**config.mk**
```make
export PLATFORM = sky130hd
export DESIGN_NAME = debounce_bank
export DESIGN_NICKNAME = d
export VERILOG_FILES = /design/src/rtl/debounce_pkg.sv /design/src/rtl/debounce_channel.sv /design/src/rtl/debounce_bank.sv
export SDC_FILE = /design/constraint.sdc
export NUM_CORES = 1
export LEC_CHECK = 0
export ABC_AREA = 1
export CAP_MARGIN = 20
export CORE_MARGIN = 4
export CORE_UTILIZATION = 50
export DETAILED_ROUTE_END_ITERATION = 12
export GPL_ROUTABILITY_DRIVEN = 0
export GPL_TIMING_DRIVEN = 0
export PLACE_DENSITY = 0.67
export SLEW_MARGIN = 40
export SYNTH_ARGS = -nofsm -noshare
export SYNTH_HDL_FRONTEND = slang
export SYNTH_SLANG_ARGS = --single-unit
```
**constraint.sdc**
```tcl
create_clock -name clock -period 2.2 [get_ports clock]
set_clock_uncertainty 0.2 [all_clocks]
set_input_delay 0.44 -clock clock [delete_from_list [all_inputs] [get_ports clock]]
set_output_delay 0.44 -clock clock [all_outputs]
set_load 0.01 [all_outputs]
```
**src/rtl/debounce_pkg.sv**
```systemverilog
// Shared types, defaults and width helper for the debounce bank.
package debounce_pkg;

    localparam int unsigned DefNCh           = 4;
    localparam int unsigned DefSyncStages    = 2;
    localparam int unsigned DefDebCycles     = 10;
    localparam int unsigned DefHoldCycles    = 50_000_000;
    localparam int unsigned DefRepeatCycles  = 0;

    typedef enum logic [1:0] {
        StIdle    = 2'd0,
        StPressed = 2'd1,
        StHeld    = 2'd2
    } ch_state_e;

    function automatic int unsigned cnt_w(input int unsigned n);
        return (n <= 1) ? 1 : $clog2(n);
    endfunction

endpackage

```
**src/rtl/debounce_channel.sv**
```systemverilog
// One debounce channel: synchroniser, stability counter and hold/repeat pulse generator.
module debounce_channel
    import debounce_pkg::*;
#(
    parameter int unsigned SYNC_STAGES   = DefSyncStages,
    parameter int unsigned DEB_CYCLES    = DefDebCycles,
    parameter int unsigned HOLD_CYCLES   = DefHoldCycles,
    parameter int unsigned REPEAT_CYCLES = DefRepeatCycles
) (
    input  logic clk_i,
    input  logic rst_ni,
    input  logic enable_i,
    input  logic btn_i,
    output logic btn_o,
    output logic press_o,
    output logic release_o,
    output logic hold_o
);

    localparam int unsigned SW      = cnt_w(DEB_CYCLES);
    localparam int unsigned HoldMax = (HOLD_CYCLES > REPEAT_CYCLES) ? HOLD_CYCLES : REPEAT_CYCLES;
    localparam int unsigned HW      = cnt_w(HoldMax);

    localparam logic [SW-1:0] StabLast   = SW'(DEB_CYCLES - 1);
    localparam logic [HW-1:0] HoldLast   = HW'(HOLD_CYCLES - 1);
    // Modular reload: counting up from here wraps onto HoldLast after REPEAT_CYCLES steps.
    localparam logic [HW-1:0] HoldReload = HW'(HOLD_CYCLES - REPEAT_CYCLES);

    logic [SYNC_STAGES-1:0] sync_q;
    logic                   cand_q;
    logic [SW-1:0]          stab_cnt_q;
    logic [HW-1:0]          hold_cnt_q;
    logic                   btn_q, press_q, release_q, hold_q;
    ch_state_e              state_q;

    logic s, accept, rise, fall, hold_hit;

    assign s = sync_q[SYNC_STAGES-1];

    always_comb begin
        accept   = enable_i && (s == cand_q) && (stab_cnt_q == StabLast) && (btn_q != cand_q);
        rise     = accept && cand_q;
        fall     = accept && !cand_q;
        hold_hit = enable_i && btn_q && !fall && (hold_cnt_q == HoldLast) &&
                   ((state_q != StHeld) || (REPEAT_CYCLES != 0));
    end

    always_ff @(posedge clk_i or negedge rst_ni) begin
        if (!rst_ni) begin
            sync_q     <= '0;
            cand_q     <= 1'b0;
            stab_cnt_q <= '0;
            hold_cnt_q <= '0;
            btn_q      <= 1'b0;
            press_q    <= 1'b0;
            release_q  <= 1'b0;
            hold_q     <= 1'b0;
            state_q    <= StIdle;
        end else begin
            sync_q    <= {sync_q[SYNC_STAGES-2:0], btn_i};
            press_q   <= rise;
            release_q <= fall;
            hold_q    <= hold_hit;
            if (!enable_i) begin
                cand_q     <= s;
                stab_cnt_q <= '0;
                hold_cnt_q <= '0;
            end else begin
                if (s != cand_q) begin
                    cand_q     <= s;
                    stab_cnt_q <= '0;
                end else if (stab_cnt_q != StabLast) begin
                    stab_cnt_q <= stab_cnt_q + SW'(1);
                end
                if (accept) btn_q <= cand_q;
                // Release clears the hold count before it can fire on the same edge.
                if (!btn_q || fall) begin
                    hold_cnt_q <= '0;
                end else if (hold_hit) begin
                    hold_cnt_q <= (REPEAT_CYCLES == 0) ? HoldLast : HoldReload;
                end else if (hold_cnt_q != HoldLast) begin
                    hold_cnt_q <= hold_cnt_q + HW'(1);
                end
                unique case (1'b1)
                    rise:     state_q <= StPressed;
                    fall:     state_q <= StIdle;
                    hold_hit: state_q <= StHeld;
                    default:  state_q <= state_q;
                endcase
            end
        end
    end

    assign btn_o     = btn_q;
    assign press_o   = press_q;
    assign release_o = release_q;
    assign hold_o    = hold_q;

endmodule

```
**src/rtl/debounce_bank.sv**
```systemverilog
// N_CH independent debounce channels sharing clock, reset and enable.
module debounce_bank
    import debounce_pkg::*;
#(
    parameter int unsigned N_CH          = DefNCh,
    parameter int unsigned SYNC_STAGES   = DefSyncStages,
    parameter int unsigned DEB_CYCLES    = DefDebCycles,
    parameter int unsigned HOLD_CYCLES   = DefHoldCycles,
    parameter int unsigned REPEAT_CYCLES = DefRepeatCycles
) (
    input  logic            clock,
    input  logic            reset_n,
    input  logic            enable,
    input  logic [N_CH-1:0] btn_in,
    output logic [N_CH-1:0] btn_out,
    output logic [N_CH-1:0] press_pulse,
    output logic [N_CH-1:0] release_pulse,
    output logic [N_CH-1:0] hold_pulse
);

    for (genvar i = 0; i < N_CH; i++) begin : g_ch
        debounce_channel #(
            .SYNC_STAGES  (SYNC_STAGES),
            .DEB_CYCLES   (DEB_CYCLES),
            .HOLD_CYCLES  (HOLD_CYCLES),
            .REPEAT_CYCLES(REPEAT_CYCLES)
        ) u_ch (
            .clk_i    (clock),
            .rst_ni   (reset_n),
            .enable_i (enable),
            .btn_i    (btn_in[i]),
            .btn_o    (btn_out[i]),
            .press_o  (press_pulse[i]),
            .release_o(release_pulse[i]),
            .hold_o   (hold_pulse[i])
        );
    end

endmodule

```
# Word level (Yosys, flattened, before mapping)

Index checks and enable logic that the tools add are counted.

Bits of input ports: 7
Output and inout port bits: 16
Register bits: 156

$add $sub $neg: 8
Multiplexer cells: 40
Eq/ne operators: 44
Reduce and logical (&&, ||, !) cells: 64

Operators by type and width:

| operator                | count |
|---|---|
| $mux W26                | 16 |
| $add A26 B1 Y26 const B | 4 |
| $eq A26 B26 Y1 const B  | 4 |
| $ne A26 B26 Y1 const B  | 4 |
| $mux W4                 | 12 |
| $logic_and A1 B1 Y1     | 36 |
| $pmux W2 S3             | 4 |
| $add A4 B1 Y4 const B   | 4 |
| $eq A4 B4 Y1 const B    | 4 |
| $ne A4 B1 Y1 const B    | 4 |
| $ne A4 B4 Y1 const B    | 4 |
| $reduce_and A2 Y1       | 8 |
| $logic_not A1 Y1        | 12 |
| $ne A3 B1 Y1 const B    | 4 |
| $reduce_bool A3 Y1      | 4 |
| $mux W1                 | 8 |
| $ne A1 B1 Y1            | 8 |
| $ne A2 B1 Y1 const B    | 4 |
| $ne A2 B2 Y1 const B    | 4 |
| $eq A1 B1 Y1            | 4 |
| $logic_or A1 B1 Y1      | 4 |

# Longest topological paths before layout

Depth in word-level cells: 12
Gate-level depth with buffers: 11
Depth with buffers taken out: 11

# Cells and area by module

From an unflattened synthesis, not the netlist that was laid out.

Cell total of the unflattened synthesis: 1192
Area, all modules: 8848.5 um2

Modules (own cells, without submodules):

| module           | area an instance (um2) | instances | cells each | sequential area each (um2) |
|---|---|---|---|---|
| debounce_channel | 2212.1                 | 4         | 298        | 975.9 |

# Worst setup path before layout

OpenSTA, ideal clock, no wires.

Path kind: register -> register
Start point: reg g_ch[1].u_ch.hold_cnt_q[0]
End point: reg g_ch[1].u_ch.hold_cnt_q[5]
Cell stages (with the launch flop): 11
Path slack: 0.350 ns
Arrival: 1.527 ns
Library setup time: 0.123 ns
Buffers on the path: 0
Clock period less this slack: 1.850 ns
Required time: 1.877 ns
Cells stage by stage: dfrtp_1 > ha_1 > nand3_2 > nor2_4 > nand3_2 > nor2_2 > nand3_2 > nand2_2 > inv_2 > nand2_1 > nand2_1

Cells in the longest elaborated chain, start to end: 6

Ends and longest elaborated chain:

| what                                                                    | RTL line               | source |
|---|---|---|
| from (decl)                                                             | debounce_channel.sv:32 | `logic [HW-1:0] hold_cnt_q;` |
| from (signal assigned)                                                  | debounce_channel.sv:80 | `hold_cnt_q <= (REPEAT_CYCLES == 0) ? HoldLast : HoldReload;` |
| from (signal assigned)                                                  | debounce_channel.sv:82 | `hold_cnt_q <= hold_cnt_q + HW'(1);` |
| parallel branches: the longest is 6 deep, another holds $add A26 B1 Y26 | -                      |  |

Several ways; the timed one is not identified. The select of a mux whose other input is x is not followed.
A chain may end at the register's enable or synchronous reset.

# Worst setup path after layout

Start point: reg g_ch[1].u_ch.btn_q
End point: out btn_out[1]

RTL lines:

| what                   | RTL line               | source |
|---|---|---|
| from (decl)            | debounce_channel.sv:33 | `logic btn_q, press_q, release_q, hold_q;` |
| from (signal assigned) | debounce_channel.sv:75 | `if (accept) btn_q <= cand_q;` |
| to (decl)              | debounce_bank.sv:15    | `output logic [N_CH-1:0] btn_out,` |

No word-level cell between the ends.

==> out/metrics.cfg <==
[power_and_ir_drop]
power.leakage_nw = 5.00
ir_drop_v = 0.000596
power_density_nw_per_um2 = 611

[global_routing]
grt.overflow.total = 0
antenna_found_initial = 0
grt_util_all_layers_pct = 22.3
grt_pass1_vias = 7727
grt_start_max_net_pins = 76
grt_pass1_wl_um = 37100

[final_layout]
layoutNonFillerInstCount = 1590
drive_above_1_share_pct = 8.74
final_cell_mix = nand2_1, nor2_1, dfrtp_1
n_fill_cell = 1689
diodes = 0
syn2layout_area_growth_pct = 13.8
fin_nets = 1367
final_common_cell = nand2_1

[drt]
drt-pass1-iter-count = 7
drt-initial-drc-count = 630
viasPerCell = 5.20
drc_errors = 0
drt_wl_total_um = 22000
wl_per_cell_um = 13.8
ant_nets = 0
route.vias.total = 8264

[cts]
clock-sinks = 156
h-tree-depth = 4
root_buffer = clkbuf_16
cts_tree = done
cts_buffer_depth = 2
insertion_delay_ps = 440
clk_pin_slew_worst_paths_ps = 70
cts_inserted_buffers = 17

[timing]
hold_viol_final = 0
tightest_slew_ps = 656
slew_headroom_pct = 56.2
fin_crit_ps = 2140
finalSetupViolations = 0
post-route-period-util_pct = 97.1
fmax_ghz = 0.468
slew_violations = 0
fin_ws_ps = 64.5

[yosys]
ys_types = 37
async_flop_share_pct = 100
synth_nets = 1319
synthFlopType = dfrtp_1
syn_area_um2 = 9340
ys_seq_elements = 156
yosysWarnings = 0
synth_edf_count = 0
postSynthAreaPerCell_um2 = 7.18
yosysSeqAreaShare_pct = 41.8
syn_inst = 1300

[place]
dp_hpwl_um = 16000
place_ws_ps = -233
dp_cells = 1552
port_buffers = 21

[hold_path]
holdCritPathClass = reg -> reg

[setup_path]
cp.required_ps = 1560
cp_slowest_cell = clkdlybuf4s50_1
cp_max_fo = 7
cp_data_arrival_time_ps = 1500
crit_type = reg -> out
startpoint_type = flop
cp-end-kind = primary output
reg2reg_slack_ps = 80
cp_cell_sequence = buf_4, clkdlybuf4s50_1
cp_slowest_stage_delay_ps = 520

[job]
max_cap_violations = 0

[die]
die_area_um2 = 20900
coreArea_um2 = 18100
die_h_um = 145
ios = 23
start_util_pct = 51.5
die_x_um = 145
row_count = 49

[status]
status = finished, final reports clean

-- flip-flops by register name, indices dropped and copies added (netlist names) --
register              count
g_ch.u_ch.btn_o           4
g_ch.u_ch.press_o         4
g_ch.u_ch.stab_cnt_q     16
g_ch.u_ch.release_o       4
g_ch.u_ch.hold_cnt_q    104
g_ch.u_ch.cand_q          4
g_ch.u_ch.hold_o          4
g_ch.u_ch.sync_q          8
g_ch.u_ch.state_q         8
-- final cells by class --
cell class / instances / area (um^2) / share of cell area (%)
multi-input combinational: 965 / 4720 / 44.4
sequential: 156 / 3910 / 36.8
inverter: 145 / 544 / 5.12
clock buffer: 19 / 433 / 4.07
timing repair buffer: 29 / 318 / 2.99
tap: 229 / 287 / 2.70
clock inverter: 13 / 214 / 2.01
buffer: 34 / 205 / 1.93
-- Yosys cell counts, types with 2 or more instances --
library cell	n	area, um^2
buf_2	5	25.0
nor3_1	56	280
o31ai_1	3	22.5
a21oi_2	3	26.3
a21oi_1	20	100
o21ai_0	12	60.1
dfrtp_1	156	3900
nand2_2	2	12.5
ha_1	12	150
nand2_1	388	1460
nor2_1	246	923
xnor2_1	24	210
nor4_1	8	50.1
inv_2	12	45.0
inv_1	133	499
nand4_1	29	181
clkbuf_1	10	37.5
nand3_4	3	52.6
nand3b_1	10	75.1
nand3_1	66	330
xor2_1	48	420
a21oi_4	2	32.5
nor2_4	6	67.6
nand3_2	9	90.1
nor2_2	8	50.1
buf_4	17	128
o21ai_1	2	10.0
-- worst paths after layout --
kind / startpoint / endpoint / depth (start not counted)
min reg2reg: g_ch[1].u_ch.sync_q[0]$_DFF_PN0_ / g_ch[1].u_ch.sync_q[1]$_DFF_PN0_ / 0
min: g_ch[1].u_ch.sync_q[0]$_DFF_PN0_ / g_ch[1].u_ch.sync_q[1]$_DFF_PN0_ / 0
min in group asynchronous: reset_n / g_ch[3].u_ch.hold_cnt_q[2]$_DFFE_PN0P_ / 2
max: g_ch[1].u_ch.btn_o$_DFFE_PN0P_ / btn_out[1] / 2
max in group asynchronous: reset_n / g_ch[0].u_ch.hold_cnt_q[0]$_DFFE_PN0P_ / 3
max reg2reg: g_ch[0].u_ch.hold_cnt_q[0]$_DFFE_PN0P_ / g_ch[0].u_ch.hold_cnt_q[7]$_DFFE_PN0P_ / 9
-- worst max-delay path: cells and delay by family, from the launching register on --
kind / cells / cell delay (ps)
buffers and inverters: 2 / 640
flip-flops: 1 / 420
-- metrics by stage --
| stage | setup TNS [ps] | instance area (um^2) | total power, mW | util [%] | hold WS, ps |
|---|---|---|---|---|---|
| 6_report | 0 | 10600 | 6.49 | 58.6 | 150 |
| 5_1_grt | -96.2 | 10600 | 6.73 | 58.6 | 162 |
| 4_1_cts | 0 | 10600 | 6.54 | 58.2 | 153 |
| 3_5_place_dp | -3750 | 9890 | 3.28 | 54.5 | 47.5 |
| 3_3_place_gp | -919230 | 9830 | 3.26 | 54.2 | 133 |
| 2_1_floorplan | 0 | 9340 | 3.14 | - | -55.6 |
-- metal layers --
| layer | up-vias | global-route usage [%] | share of wire (%) |
|---|---|---|---|
| met3 | 32 | 4.40 | 4.7 |
| met4 | 0 | 7.02 | 1.8 |
| li1 | 4155 | - | - |
| met2 | 219 | 35.0 | 46 |
| met5 | - | 0 | 0 |
| met1 | 3858 | 31.2 | 48 |
-- logic make-up (layout without fill, tap and decap cells) --
group           count (synthesis)  in the layout  synth area share (%)
xor+xnor                       72             72                  6.75
flops                         156            156                  41.8
buf+inv                       179            240                  8.03
fa+ha+maj                      12             12                  1.61
simple gates                  837            837                  39.0
compound gates                 44             44                  2.85
-- repair_timing --
item | CTS | global route
cloned | 0 | 0
hold endpoints to repair | 156 | 0
pin swaps | 1 | 3
setup endpoints to repair | 7 | 31
buffers inserted | 1 | 4
resized for setup | 1 | 10
hold buffers | 1 | 0
-- where the power goes --
group          switching [mW]  internal, mW
Combinational           0.189        0.0857
Clock                    1.24          2.02
Sequential             0.0428          2.91
Total                    1.48          5.01
Note: power is estimated with default switching activity, not from simulation.
